==> src/rtl/trng_pkg.sv <==
// Shared types and defaults for the TRNG entropy collector.
// Optional RCT health monitor is built only when TRNG_RCT_EN is defined.
package trng_pkg;

  typedef enum logic [1:0] {
    ST_IDLE    = 2'h0,
    ST_COLLECT = 2'h1,
    ST_FULL    = 2'h2,
    ST_FAIL    = 2'h3
  } trng_state_e;

  localparam int TRNG_BLOCK_WIDTH = 512;
  localparam int TRNG_CNT_WIDTH   = 10;
  localparam int TRNG_RCT_CUTOFF  = 32;

endpackage

==> src/rtl/trng_entropy_collector_rct.sv <==
// Repetition-count monitor: flags a run of identical samples.
// Present in the collector only when TRNG_RCT_EN is defined.
module trng_rct_monitor
  import trng_pkg::*;
#(
  parameter int P_RCT_CUTOFF = TRNG_RCT_CUTOFF
) (
  input  logic clk,
  input  logic Resetn,
  input  logic clear,
  input  logic sample,
  input  logic sample_valid,
  output logic fail
);

  localparam logic [7:0] Cut = 8'(P_RCT_CUTOFF);

  logic [7:0] cnt_q;
  logic [7:0] cnt_d;
  logic       prev_q;

  // next run length; a zero count marks the first sample of a block
  always_comb begin
    cnt_d = 8'd1;
    if (cnt_q != 8'd0 && sample == prev_q) begin
      cnt_d = (cnt_q == Cut) ? cnt_q : cnt_q + 8'd1;
    end
  end

  assign fail = sample_valid && (cnt_d == Cut);

  // run counter and previous-sample register
  always_ff @(posedge clk or negedge Resetn) begin
    if (!Resetn) begin
      cnt_q  <= '0;
      prev_q <= 1'b0;
    end else if (clear) begin
      cnt_q  <= '0;
      prev_q <= 1'b0;
    end else if (sample_valid) begin
      cnt_q  <= cnt_d;
      prev_q <= sample;
    end
  end

endmodule

==> src/rtl/trng_entropy_collector.sv <==
// Packs accepted noise samples MSB-first into a block and hands it off.
// Define TRNG_RCT_EN to include the repetition-count health test.
module trng_entropy_collector
  import trng_pkg::*;
#(
  parameter int P_BLOCK_WIDTH = TRNG_BLOCK_WIDTH,
  parameter int P_CNT_WIDTH   = TRNG_CNT_WIDTH,
  parameter int P_RCT_CUTOFF  = TRNG_RCT_CUTOFF
) (
  input  logic                     clk,
  input  logic                     Resetn,
  input  logic                     Collect_Go,
  input  logic                     noise_bit,
  input  logic                     noise_valid,
  output logic                     blk_valid,
  input  logic                     blk_ready,
  output logic [P_BLOCK_WIDTH-1:0] data_out,
  output logic                     health_fail,
  output logic                     busy
);

  localparam logic [P_CNT_WIDTH-1:0] CntLast =
    P_CNT_WIDTH'(P_BLOCK_WIDTH - 1);

  trng_state_e              state_q;
  trng_state_e              state_d;
  logic [P_BLOCK_WIDTH-1:0] data_q;
  logic [P_CNT_WIDTH-1:0]   cnt_q;
  logic                     start;
  logic                     take;
  logic                     rct_fail;

  assign take = (state_q == ST_COLLECT) && noise_valid;

`ifdef TRNG_RCT_EN
  trng_rct_monitor #(
    .P_RCT_CUTOFF(P_RCT_CUTOFF)
  ) u_rct (
    .clk         (clk),
    .Resetn      (Resetn),
    .clear       (start),
    .sample      (noise_bit),
    .sample_valid(take),
    .fail        (rct_fail)
  );
`else
  // monitor removed; legal cutoffs are >= 2 so this ties to 0
  assign rct_fail = (P_RCT_CUTOFF < 2);
`endif

  // state register
  always_ff @(posedge clk or negedge Resetn) begin
    if (!Resetn) state_q <= ST_IDLE;
    else         state_q <= state_d;
  end

  // next state; start marks entry into COLLECT
  always_comb begin
    state_d = state_q;
    start   = 1'b0;
    unique case (state_q)
      ST_IDLE, ST_FAIL: begin
        if (Collect_Go) begin
          state_d = ST_COLLECT;
          start   = 1'b1;
        end
      end
      ST_COLLECT: begin
        if (noise_valid) begin
          if (rct_fail)            state_d = ST_FAIL;
          else if (cnt_q == CntLast) state_d = ST_FULL;
        end
      end
      ST_FULL: begin
        if (blk_ready) state_d = ST_IDLE;
      end
      default: state_d = ST_IDLE;
    endcase
  end

  // shift register and sample counter; a failing block is wiped
  always_ff @(posedge clk or negedge Resetn) begin
    if (!Resetn) begin
      data_q <= '0;
      cnt_q  <= '0;
    end else if (start) begin
      cnt_q <= '0;
    end else if (take) begin
      cnt_q <= cnt_q + P_CNT_WIDTH'(1);
      if (rct_fail) data_q <= '0;
      else data_q <= {data_q[P_BLOCK_WIDTH-2:0], noise_bit};
    end
  end

  assign data_out    = data_q;
  assign blk_valid   = (state_q == ST_FULL);
  assign health_fail = (state_q == ST_FAIL);
  assign busy        = (state_q == ST_COLLECT);

endmodule
==> config.mk <==
export PLATFORM = sky130hd
export DESIGN_NAME = trng_entropy_collector
export DESIGN_NICKNAME = d
export VERILOG_FILES = /design/src/rtl/trng_pkg.sv /design/src/rtl/trng_entropy_collector_rct.sv /design/src/rtl/trng_entropy_collector.sv
export SDC_FILE = /design/constraint.sdc
export NUM_CORES = 1
export LEC_CHECK = 0
export ABC_AREA = 0
export CORE_ASPECT_RATIO = 0.8
export CORE_MARGIN = 2
export CORE_UTILIZATION = 45
export DETAILED_ROUTE_END_ITERATION = 10
export PLACE_DENSITY = 0.83
export SLEW_MARGIN = 10
export SYNTH_ARGS = -nofsm -noshare
export SYNTH_HDL_FRONTEND = slang
export SYNTH_SLANG_ARGS = --single-unit
==> constraint.sdc <==
create_clock -name clk -period 4.4 [get_ports clk]
set_input_delay 1.32 -clock clk [delete_from_list [all_inputs] [get_ports clk]]
set_output_delay 1.32 -clock clk [all_outputs]
set_load 0.03 [all_outputs]
# ---- After elaboration in Yosys (flattened, before gate mapping)
# Index checks and enable logic that the tools add are counted.
dict set report classes {
  addsub 1
  n_eq_ne 8
  muxes 9
  bitwise 1
  n_reduce_logical 6
}
# cell n
set ops {}
lappend ops {{$mux 10} 2}
lappend ops {{$add 10x1->10 const B} 1}
lappend ops {{$eq 10x9->1 const B} 1}
lappend ops {{$mux 2} 4}
lappend ops {{$pmux 2 s3} 1}
lappend ops {{$eq 2x2->1 const B} 2}
lappend ops {{$ne 2x1->1 const B} 2}
lappend ops {{$ne 2x2->1 const B} 2}
lappend ops {{$reduce_and 4->1} 1}
lappend ops {{$eq 2x1->1 const B} 1}
lappend ops {{$logic_not 2->1} 1}
lappend ops {{$mux 1} 2}
lappend ops {{$reduce_and 2->1} 1}
lappend ops {{$reduce_bool 2->1} 1}
lappend ops {{$reduce_or 2->1} 1}
lappend ops {{$logic_and 1x1->1} 1}
lappend ops {{$not 1->1} 1}
dict set report word_totals {
  reg_bits 524
  inputBits 6
  out_inout_bits 515
  wordCells 28
}

# ---- Logic depth before layout (Yosys ltp)
# Gate-level depths: netlist (run 1).
dict set report logic_depth {
  ltp_word 5
  mapped_depth 8
  depth_no_buf 6
}

# ---- Least setup slack after synthesis (run 1)
# No wires, ideal clock.
dict set report synth_timing {
  kind {input to register}
  startpoint {in Collect_Go}
  endpoint {reg data_q[100] (netlist: data_out[100])}
  setup_ns 0.125
  arrival_time_ns 2.353
  t_required_ns 4.275
  setup_slack_ns 1.922
  stages 6
  path_buffers 2
  path_cell_list {inv_1 -> nor2_4 -> nor2_8 -> buf_12 -> buf_12 -> mux2_4}
}
dict set report synth_between {
  elab_chain_cells 4
}
# element line_no
set synth_lines {}
lappend synth_lines {{start, declared} trng_entropy_collector.sv:12} ;# input logic Collect_Go,
lappend synth_lines {{$mux 1} trng_entropy_collector.sv:63} ;# if (Collect_Go) begin
lappend synth_lines {{$mux 1} trng_entropy_collector.sv:61} ;# unique case (state_q)
lappend synth_lines {{$not 1->1 (no source line)} -}
lappend synth_lines {{$reduce_and 2->1 (no source line)} -}
lappend synth_lines {{end signal, assigned} trng_entropy_collector.sv:91} ;# else data_q <= {data_q[P_BLOCK_WIDTH-2:0], noise_bit};
lappend synth_lines {{end, declared} trng_entropy_collector.sv:27} ;# logic [P_BLOCK_WIDTH-1:0] data_q;
# No other way between the ends.
# A chain may end at the register's enable or synchronous reset.

# ---- Worst setup path in the final report (run 1)
dict set report layout_timing {
  startpoint {reg state_q[1]}
  endpoint {out busy}
}
dict set report layout_between {
  elab_chain_cells 1
}
# element line_no
set layout_lines {}
lappend layout_lines {{start, declared} trng_entropy_collector.sv:25} ;# trng_state_e state_q;
lappend layout_lines {{start signal, assigned} trng_entropy_collector.sv:54} ;# else state_q <= state_d;
lappend layout_lines {{$eq 2x1->1} trng_entropy_collector.sv:98} ;# assign busy = (state_q == ST_COLLECT);
lappend layout_lines {{end, declared} trng_entropy_collector.sv:19} ;# output logic busy
# No other way between the ends.

==> summary.txt, run 1 <==
Placed design
  • DP Area: 27,500 µm²
  • Gpl congestion: around 0.8
  • Post-DP HPWL: 34.3 mm
  • Placed instance count: around 2,300
  • Buffers on Ports: between 500 and 600

Layout
  • Area Growth Syn to Fin: 32.0%
  • NumNets Final: 1,718
  • Layout cell share with drive strength beyond 1: 36.7%
  • Non-filler instance count after layout: around 2,400
  • Final Util: about three fifths
  • Final instance area: 29,200 µm²
  • Most frequent cells in the layout: dfrtp_1, clkdlybuf4s50_1, mux2_4
  • Ant. Diodes: 0
  • Commonest non-fill, non-tap cell in the layout: dfrtp_1

Timing
  • Fin. max-slew vios: 0
  • Final Hold Viols: 0
  • Hold slack: approximately 520 ps
  • Worst slew pin tran: 892 ps
  • Max Clk Rate: 0.293 GHz
  • Setup Skew: about 12 ps
  • Post-route minimum period: around 3400 ps
  • Max-slew headroom: between 40% and 50%
  • Final setup fails: 0
  • RSZ-0062 raised after global routing: false
  • Setup TNS: 0 ps
  • Fin crit share: approximately 78%

Logic synthesis
  • Syn_area_per_cell: slightly below 20 µm²
  • Synth Warn #: 0
  • Top cell type by total area after synthesis: dfrtp_1
  • Yosys reg bits: about 520
  • Register area share after synthesis: 59.2%
  • Post-Syn Area: 22,100 µm²
  • Synthesized instance count: around 1,200
  • Post-Synthesis Net Count: 1,161
  • Synth top area cells: dfrtp_1, mux2_4, buf_12
  • Post-synth top area share: approximately three fifths
  • Synth cell types: 27

Clock tree
  • Clock tree buffer depth: 3
  • Post-CTS Resized: 0
  • CTS tree: yes
  • Root Buffer: clkbuf_16
  • Setup Buffers After CTS: 0
  • CTS Buf Count: 51
  • Hold buffer count at cts: 0
  • Clk sink count: 524
  • Worst-path clk slew: 60 ps
  • Clock Latency Late Sink: 570 ps
  • H-tree levels: 2

Floorplan
  • Core Box Area: 48,500 µm²
  • Io pins: 521
  • Starting density of the core: between 40% and 50%
  • DIE HEIGHT: between 200 and 250 µm
  • FP Rows: 72
  • Die X: about 250 µm
  • Full die area: between 50,000 and 60,000 µm²

GRT
  • Global-route congestion overflow total: 0
  • GRT Util Overall: roughly a fifth
  • Vias in the first global route: ~13,000
  • Initial antenna violation count: 0
  • Global-route wire length before repair: just under 80 mm
  • Pin count of the biggest net entering global routing: 106

Power
  • Leakage: about 14 nW
  • Peak VDD IR: 0.508 mV
  • Power per standard cell area: about 360 nW/µm²

Outcome
  • Status: finished clean

Detailed routing
  • Routed via count: between 10,000 and 15,000
  • Antenna-violating nets left: 0
  • Drt total wl: ~50 mm
  • DR vias/cell: between 4 and 5
  • DR iter-0 viols: 581
  • DR top layer: met4
  • # DRC: 0
  • Met1 WL: 21.4 mm
  • Drt wl/cell: 20.9 µm
  • Pre-antenna DRT Iters: 4
  • Metal3 WL: about 3.8 mm
  • Met2 wire len: 23.4 mm

Setup path
  • Crit Path Max Fanout: 5
  • CP max stage delay: between 700 and 800 ps
  • Startpoint Class: flop
  • Setup CP Type: reg -> out
  • CP endpoint kind: primary output
  • Critical Path RT: roughly 3000 ps
  • CP arrival: between 2000 and 2500 ps
  • Max stage delay cell, worst path: clkdlybuf4s50_1
  • Crit-path cells: inv_1 > ha_1 > clkdlybuf4s50_1

Hold path
  • HP Class: reg -> reg

Run
  • Max-cap viol count: 0
[final cells by class]
type	count	area, µm²
Fill cell	3468	19200
Multi-Input combinational cell	562	7920
Sequential cell	524	13100
Clock inverter	19	211
Timing Repair Buffer	562	5680
Inverter	6	22.5
Clock buffer	76	1510
Tap cell	629	787
[per-layer routing]
layer / global-route usage (%) / vias to the layer above
met5: 0 / -
li1: - / 5154
met2: 30.3 / 383
met3: 6.05 / 82
met1: 25.7 / 6095
met4: 5.77 / 0
[power by group]
part	switching [mW]	internal [mW]	leakage [nW]	total [mW]
clock network	1.83	2.62	0.854	4.45
logic	0.593	0.481	6.11	1.07
registers	0.152	4.96	7.26	5.11
[through the flow]
stage	total power [mW]	setup WS [ps]
floorplan	5.88	1920
global placement	6.25	1060
detailed placement	6.27	1010
CTS	10.8	948
global route	11.0	871
finish	10.6	983
[worst max-delay path, delay by kind of cell, from the launching register on]
kind                     cells  cell delay (ps)
buffers and inverters        2              830
flip-flops                   1              410
adder cells (fa/ha/maj)      1              270
[kinds of logic after synthesis]
logic type / count (synthesis) / synth area share [%]
AND/OR/NAND/NOR: 29 / 0.740
XOR/XNOR: 8 / 0.316
AO/OA/AOI/OAI: 6 / 0.169
adder cells (fa/ha/maj): 5 / 0.282
flip-flops: 524 / 59.2
multiplexers: 514 / 34.3
buffers and inverters: 64 / 5.03
[flip-flops by register name (all words and copies together) (netlist names)]
register and flops:
cnt_q 10, data_out 512, state_q 2
[final timing paths]
kind,start,depth (start not counted),to,slack (ps)
max in group asynchronous,Resetn,3,data_out[441],2610
max,state_q[1],3,busy,980
min in group asynchronous,Resetn,1,data_out[338],800
min reg2reg,data_out[511],1,data_out[511],520
max reg2reg,state_q[0],8,data_out[110],1980
min,data_out[511],1,data_out[511],520
[synth_stat cells]
master,number
dfrtp_1,524
buf_4,3
nand2_2,1
mux2i_1,1
nor2_4,1
mux2_2,33
nor2_8,1
buf_12,53
a221oi_1,2
nand3_1,2
nand2_1,4
mux2_4,480
a21oi_1,3
buf_1,1
inv_1,5
nand4_1,5
nor3b_1,1
xnor2_1,5
xor2_1,3
ha_1,5
o21ai_0,1
clkbuf_1,1
nor3_1,4
nor2_1,8
or3_1,1
and2_1,1
inv_2,1
(Power assumes the default switching activity.)
==> run 2: changes to the inputs <==
Settings changed: PLACE_DENSITY 0.83 to 0.86.
Clock period 4.4 ns to 2.85 ns, I/O delays scaled along.
==> summary.txt, run 2 (same netlist as run 1, synthesis figures left out) <==
Setup path
  • Buffers & Inverters on Critical Path: 1 (was 2)
  • Worst Reg-to-Reg Cells: 9 (was 8)
  • Crit Path Max Fanout: 4 (was 5)
  • CP max stage delay: 670 ps (was 730 ps)
  • Critical Path RT: 2000 ps (was 3080 ps)
  • CP endpoint kind: primary output (unchanged)
  • CP delay by family, top: buffers and inverters (unchanged)
  • Reg2Reg Setup Slack: 630 ps (was 1980 ps)
  • Worst R2R Start: state_q[0] (unchanged)
  • CP arrival: 1810 ps (was 2100 ps)
  • Critical path depth: 2 (was 3)
  • CP startpoint: state_q[0] (was state_q[1])
  • R2r endpoint: data_out[51] (was data_out[110])
  • Crit-path cells: ha_1 > clkdlybuf4s50_1 (was inv_1 > ha_1 > clkdlybuf4s50_1)
  • Max stage delay cell, worst path: clkdlybuf4s50_1 (unchanged)
  • Setup CP Type: reg -> out (unchanged)
  • Worst Setup EP: health_fail (was busy)
  • Startpoint Class: flop (unchanged)

Clock tree
  • CTS tree: yes (unchanged)
  • Clock Latency Late Sink: 570 ps (about the same)
  • CTS Buf Count: 51 (unchanged)
  • Root Buffer: clkbuf_16 (unchanged)
  • Worst-path clk slew: 60 ps (about the same)
  • Hold buffer count at cts: 0 (unchanged)
  • Clock tree buffer depth: 3 (unchanged)
  • H-tree levels: 2 (unchanged)
  • Clk sink count: 524 (unchanged)

Placed design
  • Placed instance count: 2,290 (was 2,283)
  • Setup Slack @ Placement: 80.2 ps (was 1010 ps)
  • Buffers on Ports: 520 (unchanged)
  • Gpl congestion: 0.833 (was 0.807)
  • DP Area: 27,600 µm² (was 27,500 µm²)
  • Post-DP HPWL: 34.6 mm (was 34.3 mm)

Power
  • Total power: 16.4 mW (was 10.6 mW)
  • Leakage: 14.2 nW (about the same)
  • Power per standard cell area: 559 nW/µm² (was 364 nW/µm²)
  • Peak VDD IR: 0.586 mV (was 0.508 mV)

Layout
  • Max reg flops: 512 (unchanged)
  • Non-filler instance count after layout: 2,376 (was 2,378)
  • Most frequent cells in the layout: dfrtp_1, clkdlybuf4s50_1, mux2_4 (unchanged)
  • NumNets Final: 1,725 (was 1,718)
  • Final instance area: 29,300 µm² (was 29,200 µm²)
  • Layout cell share with drive strength beyond 1: 36.7% (about the same)
  • Commonest non-fill, non-tap cell in the layout: dfrtp_1 (unchanged)
  • Area Growth Syn to Fin: 32.3% (was 32.0%)
  • Ant. Diodes: 0 (unchanged)
  • Final Util: 60.5% (was 60.3%)

Detailed routing
  • Routed via count: 11,800 (was 11,700)
  • Antenna-violating nets left: 0 (unchanged)
  • DR vias/cell: 4.95 (was 4.93)
  • # DRC: 0 (unchanged)
  • DR iter-0 viols: 605 (was 581)
  • Drt wl/cell: 21.5 µm (was 20.9 µm)
  • Pre-antenna DRT Iters: 4 (unchanged)
  • Drt total wl: 51.1 mm (was 49.7 mm)

Run
  • Max-cap viol count: 0 (unchanged)

Hold path
  • HP Class: in -> async (was reg -> reg)

Floorplan
  • Die X: 252 µm (unchanged)
  • DIE HEIGHT: 202 µm (unchanged)
  • Core Box Area: 48,500 µm² (unchanged)
  • FP Rows: 72 (unchanged)
  • Starting density of the core: 45.7% (unchanged)
  • Io pins: 521 (unchanged)
  • Full die area: 51,000 µm² (unchanged)

Timing
  • Fin. max-slew vios: 0 (unchanged)
  • Worst slew pin tran: 645 ps (was 892 ps)
  • Setup TNS: 0 ps (unchanged)
  • Hold slack: 262 ps (was 520 ps)
  • RSZ-0062 raised after global routing: false (unchanged)
  • Setup Skew: 7.54 ps (was 12.0 ps)
  • Max-slew headroom: 57.0% (was 40.5%)
  • Fin crit share: around 93%
  • Final setup fails: 0 (unchanged)
  • Final worst slack: 189 ps (was 983 ps)
  • Max Clk Rate: 0.376 GHz
  • Final Hold Viols: 0 (unchanged)
  • Post-route minimum period: about 2700 ps

Outcome
  • Status: finished clean (unchanged)

GRT
  • Vias in the first global route: 12,600 (was 12,500)
  • Pin count of the biggest net entering global routing: 80 (was 106)
  • Global-route congestion overflow total: 0 (unchanged)
  • Global-route wire length before repair: 79.7 mm (was 77.5 mm)
  • GRT Util Overall: 19.9% (was 19.3%)
  • Initial antenna violation count: 0 (unchanged)
[run 2: changes by cell type in the layout (fill, tap and decap cells not counted), moves of 2 or more]
cell / before / now
clkinv_4: 2 / 0
dlygate4sd2_1: 0 / 2
clkdlybuf4s50_1: 519 / 517
clkinvlp_4: 1 / 4
clkinv_2: 11 / 5
clkbuf_8: 10 / 6
buf_12: 12 / 18
[run 2: power by group]
| group | internal [mW] | leakage, nW | switching (mW) |
|---|---|---|---|
| clock network | 3.99 | 0.806 | 2.84 |
| logic | 0.757 | 6.17 | 0.917 |
| registers | 7.66 | 7.26 | 0.227 |
[run 2: cell type report]
cell class | count | area (µm²)
clock inverters | 15 | 214
well taps | 629 | 787
flip-flops and latches | 524 | 13100
clock buffers | 71 | 1450
repair buffers | 569 | 5800
inverters | 6 | 22.5
multi-input cells | 562 | 7920
fillers | 3448 | 19200
[run 2: worst min-delay path by stage]
stage	to	slack, ps	cells past startpoint
6_report	data_out[352]	260	1
3_3_place_gp	data_out[511]	490	1
2_1_floorplan	cnt_q[8]	510	2
5_1_grt	data_out[351]	270	1
4_1_cts	data_out[352]	260	1
3_5_place_dp	data_out[511]	510	1
[run 2: metal layers]
metal | part of all wire (%) | routed length (µm) | global-route usage, %
met5 | 0 | 0 | 0
met4 | 2.1 | 1090 | 5.45
met3 | 7.0 | 3590 | 5.83
met2 | 48 | 24700 | 32.4
met1 | 42 | 21600 | 25.9
[run 2: repair_timing]
action                                  in CTS  in global routing
resized for setup                            2                  0
endpoints found under the setup margin       2                  0
buffers inserted                             0                  0
hold endpoints to repair                     0                  0
==> run 3: changes to the inputs <==
Settings changed: CORE_UTILIZATION 45 to 37, PLACE_DENSITY 0.86 to 0.75.
==> summary.txt, run 3 (same netlist as run 1, synthesis figures left out) <==
Timing
  • RSZ-0062 raised after global routing: false (unchanged)
  • Setup Skew: 15.8 ps (was 7.54 ps)
  • Max-slew headroom: 51.1% (was 57.0%)
  • Fin. max-slew vios: 0 (unchanged)
  • Post-route minimum period: 2690 ps (was 2660 ps)
  • Final setup fails: 0 (unchanged)
  • Worst slew pin tran: 733 ps (was 645 ps)
  • Setup TNS: 0 ps (unchanged)
  • Fin crit share: 94.5% (was 93.4%)
  • Max Clk Rate: 0.371 GHz (was 0.376 GHz)
  • Hold slack: 282 ps (was 262 ps)
  • Final worst slack: 156 ps (was 189 ps)
  • Final Hold Viols: 0 (unchanged)

Run
  • Max-cap viol count: 0 (unchanged)

Clock tree
  • Clk sink count: 524 (unchanged)
  • CTS Buf Count: 53 (was 51)
  • Root Buffer: clkbuf_16 (unchanged)
  • CTS tree: yes (unchanged)
  • Clock Latency Late Sink: 580 ps (was 570 ps)
  • Worst-path clk slew: 60 ps (about the same)
  • Clock tree buffer depth: 3 (unchanged)
  • H-tree levels: 2 (unchanged)

Setup path
  • Worst R2R Start: state_q[0] (unchanged)
  • Reg2Reg Setup Slack: 660 ps (was 630 ps)
  • Critical Path RT: 2000 ps (about the same)
  • CP arrival: 1840 ps (was 1810 ps)
  • CP endpoint kind: primary output (unchanged)
  • Crit Path Max Fanout: 4 (unchanged)
  • CP startpoint: state_q[0] (unchanged)
  • Setup CP Type: reg -> out (unchanged)
  • Startpoint Class: flop (unchanged)

GRT
  • GRT Util Overall: 15.7% (was 19.9%)
  • Global-route congestion overflow total: 0 (unchanged)
  • Vias in the first global route: 12,700 (was 12,600)
  • Initial antenna violation count: 0 (unchanged)
  • Global-route wire length before repair: 77.6 mm (was 79.7 mm)
  • Pin count of the biggest net entering global routing: 70 (was 80)

Layout
  • Ant. Diodes: 0 (unchanged)
  • Final instance area: 29,700 µm² (was 29,300 µm²)
  • Commonest non-fill, non-tap cell in the layout: dfrtp_1 (unchanged)
  • Max reg flops: 512 (unchanged)
  • NumNets Final: 1,735 (was 1,725)
  • Layout cell share with drive strength beyond 1: 37.4% (was 36.7%)
  • Most frequent cells in the layout: dfrtp_1, clkdlybuf4s50_1, mux2_4 (unchanged)
  • Area Growth Syn to Fin: 34.2% (was 32.3%)

Floorplan
  • Core Box Area: 59,500 µm² (was 48,500 µm²)
  • Io pins: 521 (unchanged)
  • Die X: 278 µm (was 252 µm)
  • Full die area: 61,800 µm² (was 51,000 µm²)
  • DIE HEIGHT: 223 µm (was 202 µm)
  • FP Rows: 80 (was 72)
  • Starting density of the core: 37.3% (was 45.7%)

Power
  • Total power: 16.7 mW (was 16.4 mW)
  • Power per standard cell area: 561 nW/µm² (was 559 nW/µm²)
  • Peak VDD IR: 0.604 mV (was 0.586 mV)
  • Leakage: 14.4 nW (was 14.2 nW)

Hold path
  • HP Class: in -> async (unchanged)

Placed design
  • Gpl congestion: 0.828 (was 0.833)
  • Setup Slack @ Placement: 89.0 ps (was 80.2 ps)
  • Buffers on Ports: 520 (unchanged)
  • Post-DP HPWL: 34.6 mm (about the same)
  • DP Area: 27,900 µm² (was 27,600 µm²)

Detailed routing
  • DR vias/cell: 4.63 (was 4.95)
  • Routed via count: 11,800 (about the same)
  • # DRC: 0 (unchanged)
  • DR iter-0 viols: 457 (was 605)
  • Drt wl/cell: 19.4 µm (was 21.5 µm)
  • Antenna-violating nets left: 0 (unchanged)
  • Pre-antenna DRT Iters: 4 (unchanged)
  • Drt total wl: 49.3 mm (was 51.1 mm)

Outcome
  • Status: finished clean (unchanged)
## run 3: cell count changes in the layout (fill, tap and decap cells not counted), sizes merged
cell      previous run  this run
bufinv               5         6
buf                 50        58
clkbuf              71        72
clkinvlp             4         5
clkinv               5        12
## run 3: cell type report
type | count | area, µm²
flip-flops and latches | 524 | 13100
clock inverters | 24 | 293
fillers | 4875 | 29700
clock buffers | 72 | 1480
well taps | 779 | 975
multi-input cells | 562 | 7920
inverters | 6 | 22.5
repair buffers | 577 | 5910
## run 3: layer usage
| metal | part of all wire, % | global-route usage (%) |
|---|---|---|
| met3 | 7.9 | 5.40 |
| met1 | 44 | 20.6 |
| met2 | 46 | 24.7 |
| met5 | 0 | 0 |
| met4 | 2.1 | 4.27 |
## run 3: final timing paths
| check | endpoint | depth (start not counted) |
|---|---|---|
| setup / recovery | health_fail | 2 |
| hold / removal | data_out[357] | 1 |
| setup reg to reg | data_out[370] | 8 |
| hold reg to reg | data_out[488] | 1 |
| max in group asynchronous | data_out[14] | 3 |
| min in group clk | data_out[488] | 1 |
## run 3: power by group
part	switching, mW	internal, mW
clock network	2.92	4.18
logic	0.901	0.771
registers	0.233	7.66
total	4.06	12.6
## run 3: what timing repair did
action / 4_1_cts / 5_1_grt
hold buffers: 0 / 0
setup endpoints to repair: 2 / 0
endpoints found under the hold margin: 0 / 0
setup buffers: 0 / 0
gates resized for setup: 2 / 0
## run 3: worst max-delay path, stage by stage (launching register included)
cell             delay, ps
dfrtp_1                410
ha_1                   170
clkdlybuf4s50_1        690
## run 3: per-stage QoR
step                utilization [%]  cells
finish                         50.0   2544
detailed placement             47.0   2448
global placement               47.0   2448
CTS                            50.0   2544
floorplan                         -   1150
global route                   50.0   2544
